<file path="config.mk">
export PLATFORM = sky130hd
export DESIGN_NAME = select_my_action_flat
export DESIGN_NICKNAME = d
export VERILOG_FILES = /design/src/rtl/select_my_action_if.sv /design/src/rtl/select_my_action.sv /design/src/flat_wrapper.sv
export SDC_FILE = /design/constraint.sdc
export NUM_CORES = 1
export LEC_CHECK = 0
export BUFFER_PORTS_ARGS = -buffer_cell sky130_fd_sc_hd__clkbuf_2
export CORE_UTILIZATION = 30
export DETAILED_ROUTE_END_ITERATION = 8
export PLACE_DENSITY = 0.55
export SYNTH_ARGS = -nofsm -noshare
export SYNTH_HDL_FRONTEND = slang
export SYNTH_SLANG_ARGS = --single-unit
</file>
<file path="constraint.sdc">
create_clock -name clock -period 2.1 [get_ports clock]
set_clock_uncertainty 0.1 [all_clocks]
set_input_delay 0.63 -clock clock [delete_from_list [all_inputs] [get_ports clock]]
set_output_delay 0.63 -clock clock [all_outputs]
set_load 0.01 [all_outputs]
</file>
<file path="src/rtl/select_my_action_if.sv">
// Bus between the routing control and the action-selection stage:
// operand/start inputs, memory write port and result outputs.
interface select_my_action_if;
  logic        en;
  logic        start;
  logic [15:0] nexthop;
  logic [15:0] nextsinks;
  logic [15:0] address;
  logic        wr_en;
  logic [15:0] mem_data_in;
  logic [15:0] action;
  logic        forAggregation;
  logic        done;

  modport master (
    output en, start, nexthop, nextsinks,
    input  address, wr_en, mem_data_in, action, forAggregation, done
  );

  modport slave (
    input  en, start, nexthop, nextsinks,
    output address, wr_en, mem_data_in, action, forAggregation, done
  );
endinterface

</file>
<file path="src/rtl/select_my_action.sv">
// Action-selection stage: picks the transmit action from the latched next hop
// and sink, writes action and aggregation flag words to data memory.
//
// state     | meaning
// IDLE      | operands loadable, waiting for start
// COMPUTE   | action / aggregation flag latched from operands
// WR_ACTION | action word written at ACTION_ADDR
// WR_FLAG   | aggregation flag word written at FLAG_ADDR
// DONE      | done high until start drops
module select_my_action (
  input  logic                clock,
  input  logic                nrst,
  select_my_action_if.slave   bus
);

  localparam logic [15:0] ACTION_ADDR = 16'h07F0;
  localparam logic [15:0] FLAG_ADDR   = 16'h07F2;
  localparam logic [15:0] NO_HOP      = 16'hFFFF;

  typedef enum logic [2:0] {
    IDLE      = 3'd0,
    COMPUTE   = 3'd1,
    WR_ACTION = 3'd2,
    WR_FLAG   = 3'd3,
    DONE      = 3'd4
  } state_t;

  state_t      r_state;
  state_t      w_next;
  logic [15:0] r_hop;
  logic [15:0] r_sink;
  logic [15:0] r_action;
  logic        r_for_agg;
  logic [15:0] r_address;
  logic [15:0] r_mem_data_in;
  logic        r_wr_en;
  logic        r_done;
  logic [15:0] w_action;
  logic        w_for_agg;

  always_ff @(posedge clock or negedge nrst) begin
    if (!nrst) r_state <= IDLE;
    else       r_state <= w_next;
  end

  always_comb begin
    w_next    = r_state;
    w_action  = r_hop;
    w_for_agg = 1'b0;
    // An invalid hop never goes to aggregation, even if the sink code matches.
    if (r_hop != NO_HOP) w_for_agg = (r_hop == r_sink);
    else                 w_action  = NO_HOP;
    case (r_state)
      IDLE:      if (bus.start) w_next = COMPUTE;
      COMPUTE:   w_next = WR_ACTION;
      WR_ACTION: w_next = WR_FLAG;
      WR_FLAG:   w_next = DONE;
      DONE:      if (!bus.start) w_next = IDLE;
      default:   w_next = IDLE;
    endcase
  end

  // Outputs are registered from the next state so they line up with it.
  always_ff @(posedge clock or negedge nrst) begin
    if (!nrst) begin
      r_hop         <= '0;
      r_sink        <= '0;
      r_action      <= '0;
      r_for_agg     <= 1'b0;
      r_address     <= '0;
      r_mem_data_in <= '0;
      r_wr_en       <= 1'b0;
      r_done        <= 1'b0;
    end else begin
      if (r_state == IDLE && bus.en) begin
        r_hop  <= bus.nexthop;
        r_sink <= bus.nextsinks;
      end
      if (r_state == COMPUTE) begin
        r_action  <= w_action;
        r_for_agg <= w_for_agg;
      end
      r_wr_en <= (w_next == WR_ACTION) || (w_next == WR_FLAG);
      r_done  <= (w_next == DONE);
      case (w_next)
        WR_ACTION: begin
          r_address     <= ACTION_ADDR;
          r_mem_data_in <= w_action;
        end
        WR_FLAG: begin
          r_address     <= FLAG_ADDR;
          r_mem_data_in <= {15'b0, r_for_agg};
        end
        default: begin
          r_address     <= '0;
          r_mem_data_in <= '0;
        end
      endcase
    end
  end

  assign bus.address        = r_address;
  assign bus.wr_en          = r_wr_en;
  assign bus.mem_data_in    = r_mem_data_in;
  assign bus.action         = r_action;
  assign bus.forAggregation = r_for_agg;
  assign bus.done           = r_done;

endmodule

</file>
<file path="src/flat_wrapper.sv">
// flat-port wrapper written by rule: the top's interface ports become plain ports
module select_my_action_flat 
  (clock, nrst, bus_en, bus_start, bus_nexthop, bus_nextsinks, bus_address, bus_wr_en, bus_mem_data_in, bus_action, bus_forAggregation, bus_done);
  select_my_action_if bus_i ();
  input  logic clock;
  input  logic nrst;
  input wire logic [$bits(bus_i.en)-1:0] bus_en;
  input wire logic [$bits(bus_i.start)-1:0] bus_start;
  input wire logic [$bits(bus_i.nexthop)-1:0] bus_nexthop;
  input wire logic [$bits(bus_i.nextsinks)-1:0] bus_nextsinks;
  output wire logic [$bits(bus_i.address)-1:0] bus_address;
  output wire logic [$bits(bus_i.wr_en)-1:0] bus_wr_en;
  output wire logic [$bits(bus_i.mem_data_in)-1:0] bus_mem_data_in;
  output wire logic [$bits(bus_i.action)-1:0] bus_action;
  output wire logic [$bits(bus_i.forAggregation)-1:0] bus_forAggregation;
  output wire logic [$bits(bus_i.done)-1:0] bus_done;
  assign bus_i.en = bus_en;
  assign bus_i.start = bus_start;
  assign bus_i.nexthop = bus_nexthop;
  assign bus_i.nextsinks = bus_nextsinks;
  assign bus_address = bus_i.address;
  assign bus_wr_en = bus_i.wr_en;
  assign bus_mem_data_in = bus_i.mem_data_in;
  assign bus_action = bus_i.action;
  assign bus_forAggregation = bus_i.forAggregation;
  assign bus_done = bus_i.done;
  select_my_action u_core (.clock(clock), .nrst(nrst), .bus(bus_i));
endmodule
</file>
Yosys cells after proc, flatten, opt, wreduce, memory -nomap -nowiden
Index checks and enable logic that the tools add are counted.

Eq/ne operators: 9. Mux-type cells: 7. Reduce and logical (&&, ||, !) cells: 3.

Operators by type and width (count): $pmux W16 S2 (1); $pmux W11 S2 (1); $eq A16 B16 Y1 (1); $mux W16 (1); $ne A16 B16 Y1 const B (1); $pmux W3 S5 (1); $eq A3 B2 Y1 const B (4); $eq A3 B3 Y1 const B (2); $mux W3 (2); $eq A3 B1 Y1 const B (1); $logic_not A3 Y1 (1); $logic_and A1 B1 Y1 (1); $logic_or A1 B1 Y1 (1); $mux W1 (1).

Register bits after elaboration: 81. Output and inout bits: 51. Logic and storage cells: 28.

Depth between registers and ports, before layout
Depth after elaboration: 4. Gate-level depth with buffers: 6. Mapped depth without buffers: 4.

Worst setup path after synthesis
No wires, ideal clock.

Kind: input port to flip-flop. Start point: input bus_en. End point: register u_core.r_hop[10]. Data arrival time: 1.471 ns. Path slack: 0.404 ns. Cell stages on the path: 3. Buffers on the path: 1. Cell sequence: nor4b_4 > buf_6 > mux2_2.

Cells in the longest elaborated chain, start to end: 1.

RTL lines: start, declared (line flat_wrapper.sv:7) `input wire logic [$bits(bus_i.en)-1:0] bus_en;`; $logic_and A1 B1 Y1 (line select_my_action.sv:75) `if (r_state == IDLE && bus.en) begin`; end signal, assigned (line select_my_action.sv:76) `r_hop <= bus.nexthop;`; end, declared (line select_my_action.sv:30) `logic [15:0] r_hop;`.

Every way passes these cells. A chain may end at the register's enable or synchronous reset.

Worst setup path in the final report
Start point: register u_core.r_state[1]. End point: register u_core.r_for_agg, in the netlist u_core.bus.forAggregation.

Cells in the longest elaborated chain, start to end: 1.

RTL lines: start, declared (line select_my_action.sv:28) `state_t r_state;`; start signal, assigned (line select_my_action.sv:43) `else r_state <= w_next;`; $eq A3 B1 Y1 (line select_my_action.sv:79) `if (r_state == COMPUTE) begin`; end signal, assigned (line select_my_action.sv:81) `r_for_agg <= w_for_agg;`; end, declared (line select_my_action.sv:33) `logic r_for_agg;`.

Every way passes these cells.

==> impl_metrics.toml <==
[outcome]
outcome = "finished clean"

[clock_tree]
cts.sinks = 71
h-tree-depth = 3
clkTransAtPathRegs_ns = 0.07
ctsLongestPathBuffers = 2
cts_resized = 0
ctsHoldBuffers = 0
clkLatencyLatePin_ns = 0.34
cts_buffers = 9
cts_tree = "done"
clock-root-buffer = "clkbuf_8"
cts_setup_buffers = 0

[drt]
wl_per_cell_microns = 13.63
wirelength_mm = 5.630
antenna_left = 0
drt_first_pass_iters = 4
vias = 1735
post-route-drc-count = 0
drt_first_iter_violations = 45
vias_per_cell = 4.201

[power_and_ir_drop]
ir_drop_v = 0.0003909
power_density_mw_per_mm2 = 1603
leakagePower_nw = 1.761

[timing]
fin_crit_sh_pct = 83.34
slew_headroom_pct = 63.60
setup_ws_ns = 0.3498
finalHoldViolCount = 0
fin_setup_tns_ns = 0
finalSetupViolCount = 0
fin_crit_ns = 1.750
clock.fmax_mhz = 571.3
worst_pin_slew_ns = 0.5448
slew_viol_final = 0
rsz0062_at_grt = "no"

[layout]
multiInputGateArea_sq_um = 965.9
layout.nets = 315
drive_gt1_share_pct = 50.35
syn2layout_area_growth_pct = 22.75
fin_cells = 413
seqCellArea_sq_mm = 0.001777
diodes = 0
design_area_sq_mm = 0.003578
nFillCells = 911

[synth]
synth_ff_type = "dfrtp_1"
synth_edf_count = 0
synth_seq_cells = 71
synthTopCellsByCount = "dfrtp_1 (71), mux2_2 (27), and2_1 (15), buf_4 (15), a21o_2 (13)"
ys_warn_count = 0
syn_avg_cell_area_sq_um = 14.50
synth_top_cell_by_area = "dfrtp_1"
yosysUniqueCellTypes = 29
yosysTopAreaCellShare_pct = 60.94
async_flop_share_pct = 100.0
syn_inst = 201
synthMostInstantiatedCell = "dfrtp_1"
syn_area_sq_mm = 0.002915
synthTopCellsByArea = "dfrtp_1 (61%), mux2_2 (10%), a21o_2 (3.9%)"
seq_area_frac_synth_pct = 60.94

[critical_path]
crit_required_ns = 2.28
crit_type = "reg -> reg"
cp_max_fo = 20
setup.worst_path.end_class = "flop"
r2r_start = "u_core.r_state[1]"
crit_chain = "or3b_4, nor4_2, a32o_1"
cp.arrival_ns = 1.93
cp_slowest_cell = "or3b_4"
r2r_setup_slack_ns = 0.35
timing.rr.end = "u_core.bus.forAggregation"
startpoint_type = "flop"
r2r_cells = 3
cpPeakStageDelay_ns = 0.59

[placed_design]
io_buffers = 78
placed_cells = 397
pre_cts_ws_ns = 0.2972
place_hpwl_mm = 4.143
place_area_sq_mm = 0.003347
place_congestion = 0.7364

[grt]
antenna_found_initial = 0
grt_pass1_wl_mm = 8.907
grt_pass1_vias = 1730
grt_overflow = 0
grtUsageTotal_pct = 12.18
grt_max_degree = 36

[floorplan]
ioPinCount = 87
fp.coreArea_sq_mm = 0.009328
die_area_sq_mm = 0.01012
start_util_pct = 31.25
die_width_microns = 100.6
fp-row-count = 35
die_h_microns = 100.6

[min_path]
hold_path.class = "in -> async"

[run]
cap_viol_max_count = 0
-- how the worst max path moves through the flow --
stage | startpoint | end | slack, ns | cells after the start
final | u_core.r_state[1] | u_core.bus.forAggregation | 0.35 | 3
after global routing | u_core.r_state[1] | u_core.bus.forAggregation | 0.30 | 3
after CTS | u_core.r_state[1] | u_core.bus.forAggregation | 0.34 | 3
after detailed placement | bus_en | u_core.r_hop[3] | 0.30 | 4
after global placement | bus_en | u_core.r_hop[6] | 0.32 | 4
after floorplan | bus_en | u_core.r_hop[10] | 0.40 | 3
-- kinds of logic after synthesis --
| logic type | count (synthesis) | share of synthesized area (%) |
|---|---|---|
| other | 1 | 0.1286 |
| xor gates and xnor gates | 16 | 4.807 |
| AOI/OAI and AO/OA | 19 | 5.579 |
| DFF | 71 | 60.94 |
| muxes | 32 | 12.36 |
| and+or+nand+nor | 39 | 9.356 |
| buffers and inverters | 23 | 6.824 |
-- through the flow --
stage,power (mW),utilization (%),hold WS [ns]
2_1_floorplan,4.046,-,0.2344
3_3_place_gp,4.547,35.88,0.3630
3_5_place_dp,4.595,35.88,0.3671
4_1_cts,5.838,38.36,0.1262
5_1_grt,6.157,38.36,0.1544
6_report,5.736,38.36,0.1316
-- registers in the layout (all words and copies together) (netlist names) --
name,cells
u_core.bus.forAggregation,1
u_core.bus.action,16
u_core.r_sink,16
u_core.bus.address,2
u_core.bus.mem_data_in,16
u_core.r_state,3
u_core.r_hop,16
u_core.bus.done,1
-- power breakdown --
group,switching (mW),internal [mW]
logic,0.885,1.11
registers,0.504,2.00
clock network,0.499,0.731
total,1.89,3.85
-- worst max-delay path, delay by kind of cell (launching register included) --
family | cells | cell delay (ns)
simple gates | 2 | 0.91
flops | 1 | 0.50
compound gates | 1 | 0.19
-- per-layer routing --
layer,global-route usage (%),up-vias,wire length (microns)
met5,0,-,0
met4,6.355,0,117
met1,15.89,853,2666
met3,3.537,10,255
li1,-,816,-
met2,18.34,56,2591
-- cell type report --
type / instances / area share [%]
clock buffer: 11 / 4.231
multi-input combinational: 114 / 26.99
timing repair buffer: 83 / 12.38
tap: 129 / 4.510
clock inverter: 5 / 2.238
sequential: 71 / 49.65
-- layout by cell type, fill, tap and decap left out --
cell type / instances
nand4_1: 6
nor3b_1: 1
nor3b_4: 1
and2_1: 15
clkbuf_2: 77
conb_1: 8
or2b_1: 2
bufinv_16: 2
dfrtp_1: 71
clkinvlp_4: 2
buf_12: 1
nor4_1: 1
nand2_1: 4
nand3_1: 1
a21o_1: 2
mux2_2: 27
a21o_2: 13
nor4b_4: 1
o31ai_1: 2
a22o_1: 1
nor2_1: 1
or3b_4: 1
clkbuf_8: 11
nor4_2: 1
clkinv_2: 1
a32o_1: 1
xor2_1: 5
xnor2_1: 11
buf_4: 5
mux2_1: 5
nand3b_1: 1
nor3_1: 3
No activity file was read; power rests on OpenSTA's default activity.
